<file path="src/rtl/m92_region_loader.sv">
// m92_region_loader
//   Parses the ROM download byte stream into per-region writes. Every region
//   begins with a 4-byte big-endian byte count followed by that many data
//   bytes. SDRAM regions are written at base_addr + dest, where dest applies an
//   optional N-lane interleave. Regions with a non-zero bram_cs go to on-chip
//   BRAM instead.
//
// Ports
//   clk, reset           system clock, synchronous active-high reset
//   ioctl_download       high while the stream runs; rising edge restarts parsing
//   ioctl_wr/ioctl_dout  one-cycle byte strobe and byte
//   ioctl_wait           backpressure, high while an SDRAM write is pending
//   sdr_req/sdr_ack      level request held until the one-cycle acknowledge
//   sdr_addr/data/be     SDRAM byte address, duplicated byte, lane enable
//   bram_cs/addr/data    one-cycle BRAM write pulse (offset within region)
//   region_idx           region currently being parsed
//   done, error          sticky status flags, cleared by a new download

package m92_pkg;
  typedef struct packed {
    logic [24:0] base_addr;
    logic [1:0]  ilv;
    logic [4:0]  bram_cs;
  } region_v2_t;

  // Default M92 layout. Index 0 is the rightmost entry.
  localparam region_v2_t [7:0] LOAD_REGIONS_V2 = {
    region_v2_t'{base_addr: 25'h0000000, ilv: 2'd0, bram_cs: 5'b00100},
    region_v2_t'{base_addr: 25'h0000000, ilv: 2'd0, bram_cs: 5'b00010},
    region_v2_t'{base_addr: 25'h0000000, ilv: 2'd0, bram_cs: 5'b00001},
    region_v2_t'{base_addr: 25'h0800000, ilv: 2'd0, bram_cs: 5'b00000},
    region_v2_t'{base_addr: 25'h0400000, ilv: 2'd2, bram_cs: 5'b00000},
    region_v2_t'{base_addr: 25'h0200000, ilv: 2'd1, bram_cs: 5'b00000},
    region_v2_t'{base_addr: 25'h0100000, ilv: 2'd0, bram_cs: 5'b00000},
    region_v2_t'{base_addr: 25'h0000000, ilv: 2'd0, bram_cs: 5'b00000}
  };
endpackage

module m92_region_loader #(
  parameter int NUM_REGIONS = 8,
  parameter m92_pkg::region_v2_t [NUM_REGIONS-1:0] REGIONS = m92_pkg::LOAD_REGIONS_V2,
  parameter int LANE_BYTES = 2
) (
  input  logic        clk,
  input  logic        reset,
  input  logic        ioctl_download,
  input  logic        ioctl_wr,
  input  logic [7:0]  ioctl_dout,
  output logic        ioctl_wait,
  output logic        sdr_req,
  input  logic        sdr_ack,
  output logic [24:0] sdr_addr,
  output logic [15:0] sdr_data,
  output logic [1:0]  sdr_be,
  output logic [4:0]  bram_cs,
  output logic [24:0] bram_addr,
  output logic [7:0]  bram_data,
  output logic [3:0]  region_idx,
  output logic        done,
  output logic        error
);

  localparam int LB = $clog2(LANE_BYTES);
  localparam logic [31:0] LANE_MASK = 32'(LANE_BYTES - 1);

  typedef enum logic [1:0] {S_HDR, S_DATA, S_SDR_WAIT, S_DONE} state_t;

  state_t      state_q;
  logic [1:0]  hdr_cnt_q;
  logic [31:0] size_q;
  logic [31:0] offset_q;
  logic [1:0]  ilv_q;
  logic [5:0]  lg_q;
  logic        last_q;
  logic        restart_pend_q;
  logic        dl_q;
  logic        wait_q;
  logic        sdr_req_q;
  logic [24:0] sdr_addr_q;
  logic [7:0]  sdr_byte_q;
  logic [1:0]  sdr_be_q;
  logic [4:0]  bram_cs_q;
  logic [24:0] bram_addr_q;
  logic [7:0]  bram_data_q;
  logic [3:0]  region_idx_q;
  logic        done_q;
  logic        error_q;

  // Region table padded to 16 entries so region_idx can index it directly.
  m92_pkg::region_v2_t cfg_tab [16];
  m92_pkg::region_v2_t cfg;

  genvar gi;
  generate
    for (gi = 0; gi < 16; gi++) begin : g_cfg
      if (gi < NUM_REGIONS) begin : g_used
        assign cfg_tab[gi] = REGIONS[gi];
      end else begin : g_unused
        assign cfg_tab[gi] = '0;
      end
    end
  endgenerate

  assign cfg = cfg_tab[region_idx_q];

  logic        wr_ok;
  logic        dl_rise;
  logic        dl_fall;
  logic        last_region;
  logic [31:0] hdr_size_d;
  logic [31:0] offset_d;
  logic        region_end_d;
  logic [5:0]  log2_d;
  logic        is_pow2_d;
  logic        size_ok_d;
  logic [31:0] mask_d;
  logic [31:0] w_d;
  logic [31:0] k_d;
  logic [31:0] dest_d;
  logic [31:0] addr_sum_d;
  logic        restart_now;
  state_t      adv_state_d;
  logic [3:0]  adv_idx_d;
  logic        unused_addr_bits;

  assign wr_ok        = ioctl_wr & ioctl_download;
  assign dl_rise      = ioctl_download & ~dl_q;
  assign dl_fall      = ~ioctl_download & dl_q;
  assign last_region  = (region_idx_q == 4'(NUM_REGIONS - 1));
  assign hdr_size_d   = {size_q[23:0], ioctl_dout};
  assign offset_d     = offset_q + 32'd1;
  assign region_end_d = (offset_d == size_q);
  assign adv_state_d  = last_region ? S_DONE : S_HDR;
  assign adv_idx_d    = last_region ? region_idx_q : region_idx_q + 4'd1;

  // Highest set bit of the incoming size; exact log2 when it is a power of two.
  always_comb begin
    log2_d = '0;
    for (int i = 0; i < 32; i++) begin
      if (hdr_size_d[i]) log2_d = 6'(i);
    end
  end

  assign is_pow2_d = (hdr_size_d != 32'd0) && ((hdr_size_d & (hdr_size_d - 32'd1)) == 32'd0);
  assign size_ok_d = (cfg.ilv == 2'd0) ||
                     (is_pow2_d && (hdr_size_d >= (32'(LANE_BYTES) << cfg.ilv)));

  // Sub-image k occupies lane k of every group of L lanes. Because sizes are
  // powers of two, division and modulo collapse to shifts and masks.
  always_comb begin
    mask_d = (32'd1 << lg_q) - 32'd1;
    w_d    = offset_q & mask_d;
    k_d    = offset_q >> lg_q;
    if (ilv_q == 2'd0) begin
      dest_d = offset_q;
    end else begin
      dest_d = ((((w_d >> LB) << ilv_q) | k_d) << LB) | (w_d & LANE_MASK);
    end
  end

  assign addr_sum_d       = 32'(cfg.base_addr) + dest_d;
  assign unused_addr_bits = ^addr_sum_d[31:25];

  // A restart is deferred while an SDRAM write is outstanding and taken on its ack.
  assign restart_now = (state_q == S_SDR_WAIT) ? (sdr_ack & (restart_pend_q | dl_rise))
                                               : dl_rise;

  always_ff @(posedge clk) begin
    if (reset) begin
      state_q        <= S_HDR;
      hdr_cnt_q      <= '0;
      size_q         <= '0;
      offset_q       <= '0;
      ilv_q          <= '0;
      lg_q           <= '0;
      last_q         <= 1'b0;
      restart_pend_q <= 1'b0;
      dl_q           <= 1'b0;
      wait_q         <= 1'b0;
      sdr_req_q      <= 1'b0;
      sdr_addr_q     <= '0;
      sdr_byte_q     <= '0;
      sdr_be_q       <= '0;
      bram_cs_q      <= '0;
      bram_addr_q    <= '0;
      bram_data_q    <= '0;
      region_idx_q   <= '0;
      done_q         <= 1'b0;
      error_q        <= 1'b0;
    end else begin
      dl_q      <= ioctl_download;
      bram_cs_q <= '0;

      if (dl_fall && state_q != S_DONE) error_q <= 1'b1;

      case (state_q)
        S_HDR: begin
          if (wr_ok) begin
            size_q    <= hdr_size_d;
            hdr_cnt_q <= hdr_cnt_q + 2'd1;
            if (hdr_cnt_q == 2'd3) begin
              if (hdr_size_d == 32'd0) begin
                state_q      <= adv_state_d;
                region_idx_q <= adv_idx_d;
                done_q       <= last_region;
              end else begin
                state_q  <= S_DATA;
                offset_q <= '0;
                if (size_ok_d) begin
                  ilv_q <= cfg.ilv;
                  lg_q  <= log2_d - {4'd0, cfg.ilv};
                end else begin
                  // Bad interleaved size: flag it and load the region linearly.
                  error_q <= 1'b1;
                  ilv_q   <= 2'd0;
                  lg_q    <= '0;
                end
              end
            end
          end
        end

        S_DATA: begin
          if (wr_ok) begin
            offset_q <= offset_d;
            if (cfg.bram_cs != 5'd0) begin
              bram_cs_q   <= cfg.bram_cs;
              bram_addr_q <= offset_q[24:0];
              bram_data_q <= ioctl_dout;
              if (region_end_d) begin
                state_q      <= adv_state_d;
                region_idx_q <= adv_idx_d;
                done_q       <= last_region;
              end
            end else begin
              sdr_req_q  <= 1'b1;
              wait_q     <= 1'b1;
              sdr_addr_q <= addr_sum_d[24:0];
              sdr_byte_q <= ioctl_dout;
              sdr_be_q   <= addr_sum_d[0] ? 2'b10 : 2'b01;
              last_q     <= region_end_d;
              state_q    <= S_SDR_WAIT;
            end
          end
        end

        S_SDR_WAIT: begin
          // Bytes offered while stalled are lost.
          if (ioctl_wr) error_q <= 1'b1;
          if (dl_rise) restart_pend_q <= 1'b1;
          if (sdr_ack) begin
            sdr_req_q <= 1'b0;
            wait_q    <= 1'b0;
            if (last_q) begin
              state_q      <= adv_state_d;
              region_idx_q <= adv_idx_d;
              done_q       <= last_region;
            end else begin
              state_q <= S_DATA;
            end
          end
        end

        default: ;
      endcase

      if (restart_now) begin
        state_q        <= S_HDR;
        hdr_cnt_q      <= '0;
        size_q         <= '0;
        offset_q       <= '0;
        ilv_q          <= '0;
        lg_q           <= '0;
        last_q         <= 1'b0;
        restart_pend_q <= 1'b0;
        region_idx_q   <= '0;
        done_q         <= 1'b0;
        error_q        <= 1'b0;
      end
    end
  end

  assign ioctl_wait = wait_q;
  assign sdr_req    = sdr_req_q;
  assign sdr_addr   = sdr_addr_q;
  assign sdr_data   = {sdr_byte_q, sdr_byte_q};
  assign sdr_be     = sdr_be_q;
  assign bram_cs    = bram_cs_q;
  assign bram_addr  = bram_addr_q;
  assign bram_data  = bram_data_q;
  assign region_idx = region_idx_q;
  assign done       = done_q;
  assign error      = error_q;

endmodule

</file>
<file path="config.mk">
export PLATFORM = sky130hd
export DESIGN_NAME = m92_region_loader
export DESIGN_NICKNAME = d
export VERILOG_FILES = /design/src/rtl/m92_region_loader.sv
export SDC_FILE = /design/constraint.sdc
export NUM_CORES = 1
export LEC_CHECK = 0
export ABC_CLOCK_PERIOD_IN_PS = 10900
export BUFFER_PORTS_ARGS = -buffer_cell sky130_fd_sc_hd__buf_2
export CORE_MARGIN = 4
export CORE_UTILIZATION = 50
export CTS_CLUSTER_DIAMETER = 100
export CTS_CLUSTER_SIZE = 8
export DETAILED_ROUTE_END_ITERATION = 8
export PLACE_DENSITY = 0.69
export SLEW_MARGIN = 20
export SYNTH_ARGS = -nofsm -noshare
export SYNTH_HDL_FRONTEND = slang
export SYNTH_SLANG_ARGS = --single-unit
</file>
<file path="constraint.sdc">
create_clock -name clk -period 10.9 [get_ports clk]
set_input_delay 1.635 -clock clk [delete_from_list [all_inputs] [get_ports clk]]
set_output_delay 1.635 -clock clk [all_outputs]
set_load 0.05 [all_outputs]
</file>
# --- Word-level counts from Yosys, hierarchy flattened ---
# Memories as Yosys holds them, arrays and structs flattened.
# Cells that the tools add are included.
word_totals:
  reg_bits: 159
  romBits: 512
  input_bits: 13
  out_inout_bits: 89
  word_cells: 174
  memories: 1
mem_list:
  columns: ["name", "words", "word_bits", "rd", "rd_ports_with_merged_regs", "write_ports", "line", "rtl"]
  rows:
  - ["(no name shown)", 16, 32, 1, 0, 0, "104", "assign cfg = cfg_tab[region_idx_q];"]
classes:
  add_sub_neg: 7
  magnitude_cmp: 2
  eq_ne: 17
  shift: 4
  muxes: 83
  bitwise_logic: 16
  reduce_logical: 25
ops:
  columns: ["operator", "n"]
  rows:
  - ["32-bit two-way mux", 6]
  - ["6-bit two-way mux", 28]
  - ["32-bit AND", 2]
  - ["32-bit zero test", 2]
  - ["32-bit case mux with 2 select lines", 1]
  - ["32-bit by 1-bit subtractor with 32-bit output, second input constant", 2]
  - ["4-bit two-way mux", 9]
  - ["32-bit by 1-bit adder with 32-bit output, second input constant", 1]
  - ["32-bit equality test", 1]
  - ["32-bit greater-or-equal comparator", 1]
  - ["32-bit nonzero test", 1]
  - ["1-bit by 6-bit left shift with 32-bit output, first input constant", 1]
  - ["2-bit by 2-bit left shift with 32-bit output, first input constant", 1]
  - ["32-bit by 6-bit right shift with 24-bit output", 1]
  - ["31-bit by 2-bit left shift with 24-bit output", 1]
  - ["2-bit two-way mux", 13]
  - ["25-bit adder", 1]
  - ["25-bit two-way mux", 1]
  - ["25-bit by 1-bit bitwise OR with 25-bit output", 1]
  - ["24-bit bitwise OR", 1]
  - ["2-bit inequality test, second input constant", 11]
  - ["1-bit two-way mux", 19]
  - ["4-bit case mux with 3 select lines", 1]
  - ["9-bit AND reduction", 1]
  - ["other kinds (29)", 47]

# --- Depth between registers and ports, before layout ---
depth:
  depth_word: 33
  depth_mapped: 22
  mapped_depth_nobuf: 18

# --- Worst setup path before layout ---
# OpenSTA, ideal clock, no wires.
synth_timing:
  kind: "register to register"
  start: "reg lg_q[0]"
  end: "reg sdr_addr_q[24] (netlist: sdr_addr[24])"
  setup_time_ps: 70
  arrival_time_ps: 4156
  path_slack_ps: 6674
  path_stages_with_launch: 22
  period_less_slack_ps: 4226
  path_cell_list: "dfxtp_1 -> clkbuf_1 -> buf_1 -> buf_2 -> clkbuf_1 -> nand3_1 -> ha_1 -> clkbuf_1 -> o221ai_1 -> a21oi_1 -> nor2_1 -> o22ai_1 -> a21oi_1 -> a21oi_1 -> o21ai_0 -> o21ai_0 -> fa_1 -> a21o_1 -> a21oi_1 -> xor2_1 -> nand2_1 -> a21oi_1"
synth_between:
  elab_chain_cells: 8
  elab_cells_between_ends: 9
  cone_classes: "2 x add/sub; 3 x shift; 1 x mux; 3 x bitwise"
synth_rtl:
  columns: ["element", "line", "rtl"]
  rows:
  - ["start: declaration", "73", "logic [5:0] lg_q;"]
  - ["start signal: assignment", "211", "lg_q <= log2_d - {4'd0, cfg.ilv};"]
  - ["1-bit by 6-bit left shift with 32-bit output", "151", "mask_d = (32'd1 << lg_q) - 32'd1;"]
  - ["32-bit by 1-bit subtractor with 32-bit output", "151", null]
  - ["32-bit AND", "152", "w_d = offset_q & mask_d;"]
  - ["31-bit by 2-bit left shift with 24-bit output", "157", "dest_d = ((((w_d >> LB) << ilv_q) | k_d) << LB) | (w_d & LANE_MASK);"]
  - ["24-bit bitwise OR", "157", null]
  - ["25-bit by 1-bit bitwise OR with 25-bit output (*)", "157", null]
  - ["25-bit two-way mux (*)", "154", "if (ilv_q == 2'd0) begin"]
  - ["25-bit adder (*)", "161", "assign addr_sum_d = 32'(cfg.base_addr) + dest_d;"]
  - ["end signal: assignment", "238", "sdr_addr_q <= addr_sum_d[24:0];"]
  - ["end: declaration", "79", "logic [24:0] sdr_addr_q;"]
# Every way passes the cells marked *; elsewhere a longest branch is shown, timed or not.
# A chain may end at the register's enable or synchronous reset.

# --- Worst setup path after layout ---
layout_timing:
  start: "reg offset_q[6]"
  end: "reg region_idx_q[3] (netlist: region_idx[3])"
layout_between:
  elab_chain_cells: 4
layout_rtl:
  columns: ["element", "line", "rtl"]
  rows:
  - ["start: declaration", "71", "logic [31:0] offset_q;"]
  - ["start signal: assignment", "225", "offset_q <= offset_d;"]
  - ["32-bit by 1-bit adder with 32-bit output", "131", "assign offset_d = offset_q + 32'd1;"]
  - ["32-bit equality test", "132", "assign region_end_d = (offset_d == size_q);"]
  - ["2-bit inequality test (no line)", null, null]
  - ["9-bit AND reduction (no line)", null, null]
  - ["end signal: assignment", "204", "region_idx_q <= adv_idx_d;"]
  - ["end signal: assignment", "232", "region_idx_q <= adv_idx_d;"]
  - ["end signal: assignment", "256", "region_idx_q <= adv_idx_d;"]
  - ["end: declaration", "85", "logic [3:0] region_idx_q;"]
# Every way passes these cells.

==> results by group <==
Run status
  – Outcome: finished clean

Layout
  – # diodes: 0
  – Area occupied by multi-input gates: between 7000 and 8000 um^2
  – Register area: 3130 um^2
  – Layout cells sized above 1: 0.134
  – Area growth, synth to finish: 8.49%
  – Layout fillers: 2,130
  – Final #Nets: 1,614

Synth
  – Cells after Synth: 1,600
  – Post-synth ARST share: 0
  – Ys flop type: dfxtp_1
  – Seq/Total Area, Yosys: 0.275
  – Post-synth EDFFs: 0
  – Ys Warns: 0
  – Simple-gate portion of the synthesized area: 0.273
  – Distinct cells, synth: 82
  – Synth Cell Area: 11,400 um^2
  – Post-Synth Adder-Cell Area: 0.0324
  – Syn avg cell area: 7.10 um^2
  – Synth Area in Compound Gates: 0.224
  – Seq cells post-synth: roughly 160
  – Post-synthesis mux area share: 0.0846
  – Xor and xnor area share after synthesis: 0.0378
  – Largest family of logic cells by synthesized area: simple AND/OR/NAND/NOR gates

Clock network
  – # clock sinks: about 160
  – CTS tree: built
  – Worst-path clk slew: around 80 ps
  – Post_cts resized: 0
  – H-tree depth: 4
  – Clock latency on the worst-skew pair: 450 ps
  – Buffers inserted by post-CTS timing repair: 0
  – Clock tree buffer depth: 2
  – CTS Hold Bufs: 0
  – Buffer type at the clock tree root: clkbuf_16
  – CTS Buf Count: 17

Critical path
  – Worst-path maximum fanout: 18
  – CP max stage delay: around 850 ps
  – Kind of end point of the critical path: flip-flop
  – CP Launch Type: flip-flop
  – Critical Path AT: 4810 ps
  – Critical path, cell by cell: and4_1, nand4_1, nor4_1, xnor2_1, o31ai_1, a211oi_1, a31oi_2, or4_1, a21oi_1
  – CP bufs+invs: 0
  – Slowest CP cell: dfxtp_1
  – WP data required: 11,280 ps
  – Crit Path Class: flip-flop to flip-flop
  – Cell family with most CP delay: simple AND/OR/NAND/NOR gates
  – FF-to-FF setup slack: 6470 ps

Timing
  – Final setup violation count: 0
  – Period Utilization, post-route: 0.406
  – Slew @ Worst Pin: 1070 ps
  – Min cycle time layout: between 4000 and 5000 ps
  – Slew Limit Headroom: 0.283
  – Final slew viol count: 0
  – RSZ-0062 raised after global routing: false
  – Setup TNS: 0 ps
  – F_max: between 200 and 250 MHz
  – Setup Skew: 20.8 ps
  – Final Hold Viols: 0
  – Hold Slack: about 450 ps

Placed design
  – Final RePlAce weighted congestion: 0.986
  – DP HPWL: 26.9 mm
  – Port Buffers: 99

Global route
  – Vias in the first global route: 11,000
  – Largest net degree at the start of global routing: 74
  – Initial antenna violation count: 0
  – Gr ovfl total: 0
  – First-pass GRT wire length: 60.8 mm
  – Total track usage: 0.294

Detailed routing
  – Antenna-violating nets left: 0
  – Via density: ~6.4
  – Avg WL per Cell: 20.6 um
  – Drt pass-1 iters: 7
  – 1st-iter DRT viols: roughly 1,500
  – DRC: 0
  – Via Count: 11,900
  – DRT Wirelength: 38.4 mm

Job
  – Max_cap viols: 0

Die
  – Die width: about 160 um
  – Vert. Die Dim: around 160 um
  – Die area: about 25,000 um^2
  – Initial core utilization: 0.514
  – Num rows: 54
  – Core area: about 22,000 um^2
  – # IOs: 102

Hold path
  – Hold Path Class: flip-flop to flip-flop

Pwr
  – Pleak: roughly 4.4 nW
  – Worst VDD drop: ~95 uV
  – Pwr Density: 102 nW/um^2
-- cells by family after synthesis --
logic type	after synthesis
AND/OR/NAND/NOR	675
buffers and inverters	203
other	1
AO/OA/AOI/OAI	428
adder cells (fa/ha/maj)	29
flip-flops	156
multiplexers	59
XOR/XNOR	49
-- Yosys cell counts (18+ instances only) --
master	number	area [um^2]
xor2_1	25	219
mux4_2	29	653
o211ai_1	19	143
dfxtp_1	156	3120
inv_1	33	124
clkbuf_1	128	480
nand2_1	325	1220
ha_1	23	288
nand4_1	18	113
xnor2_1	24	210
mux2i_1	24	240
o21ai_0	87	435
nand3_1	37	185
nor3_1	44	220
a21oi_1	201	1010
nor2_1	134	503
nor4_1	21	131
buf_1	18	67.6
-- area by class of cell --
type / instances / share of cell area
flip-flops and latches: 156 / 0.254
well taps: 280 / 0.0284
inverters: 36 / 0.0110
multi-input cells: 1242 / 0.602
clock inverters: 15 / 0.0152
repair buffers: 123 / 0.0548
clock buffers: 17 / 0.0345
-- cells in the final DEF, fill, tap and decap left out, types with 8 or more instances in the layout --
master     instances
nand2_1          325
nor4_1            21
nand2b_1          12
buf_4             24
buf_2             99
mux2i_1           24
xor2_1            25
mux4_2            29
nor3_1            43
or4_1             11
o221ai_1           9
ha_1              23
a21boi_0           8
o31ai_1           12
nor2b_1           12
or3_1              9
o211ai_1          19
a31oi_1            9
a211oi_1          14
nand3_1           37
nand4_1           18
nor2_1           133
and4_1             9
clkbuf_16         17
and2_1            12
xnor2_1           24
dfxtp_1          154
a21oi_1          201
o22ai_1            9
inv_1             33
o21ai_0           87
-- registers in the layout, indices dropped and copies added, names as in the netlist --
register,flops
bram_addr,25
bram_cs,3
bram_data,8
dl_q,1
done,1
error,1
hdr_cnt_q,2
ilv_q,2
last_q,1
lg_q,6
offset_q,32
region_idx,4
restart_pend_q,1
sdr_addr,25
sdr_be,1
sdr_byte_q,8
sdr_req,1
size_q,32
state_q,2
-- per-stage QoR --
step	worst slack [ps]	power, mW	std cells	cell area [um^2]	util
final	6470	1.25	1869	12300	0.558
after global routing	6200	1.29	1869	12300	0.558
after CTS	6610	1.26	1869	12300	0.558
after detailed placement	6170	0.641	1837	11700	0.530
after global placement	6170	0.641	1837	11700	0.530
after floorplan	6670	0.626	1601	11400	-
-- worst register-to-register path: stages (launching register included) --
cell	delay (ps)
dfxtp_1	850
and4_1	370
nand4_1	500
nor4_1	730
xnor2_1	190
o31ai_1	90
a211oi_1	770
a31oi_2	290
or4_1	450
a21oi_1	140
-- layer usage --
| metal | routed length, um | track usage |
|---|---|---|
| met5 | 0 | 0 |
| met4 | 1730 | 0.128 |
| met3 | 3390 | 0.0570 |
| met2 | 17400 | 0.468 |
| met1 | 15900 | 0.391 |
-- power breakdown --
group / switching [mW] / internal, mW
combinational: 0.0374 / 0.0166
clock: 0.294 / 0.331
sequential: 0.00360 / 0.571
total: 0.335 / 0.919
-- worst paths after layout --
| check | start | end | depth (start not counted) |
|---|---|---|---|
| worst min-delay path | sdr_addr[5] | sdr_addr[5] | 2 |
| worst min register to register | sdr_addr[5] | sdr_addr[5] | 2 |
| worst max-delay path | offset_q[6] | region_idx[3] | 9 |
| worst max register to register | offset_q[6] | region_idx[3] | 9 |
(Power assumes the default switching activity.)
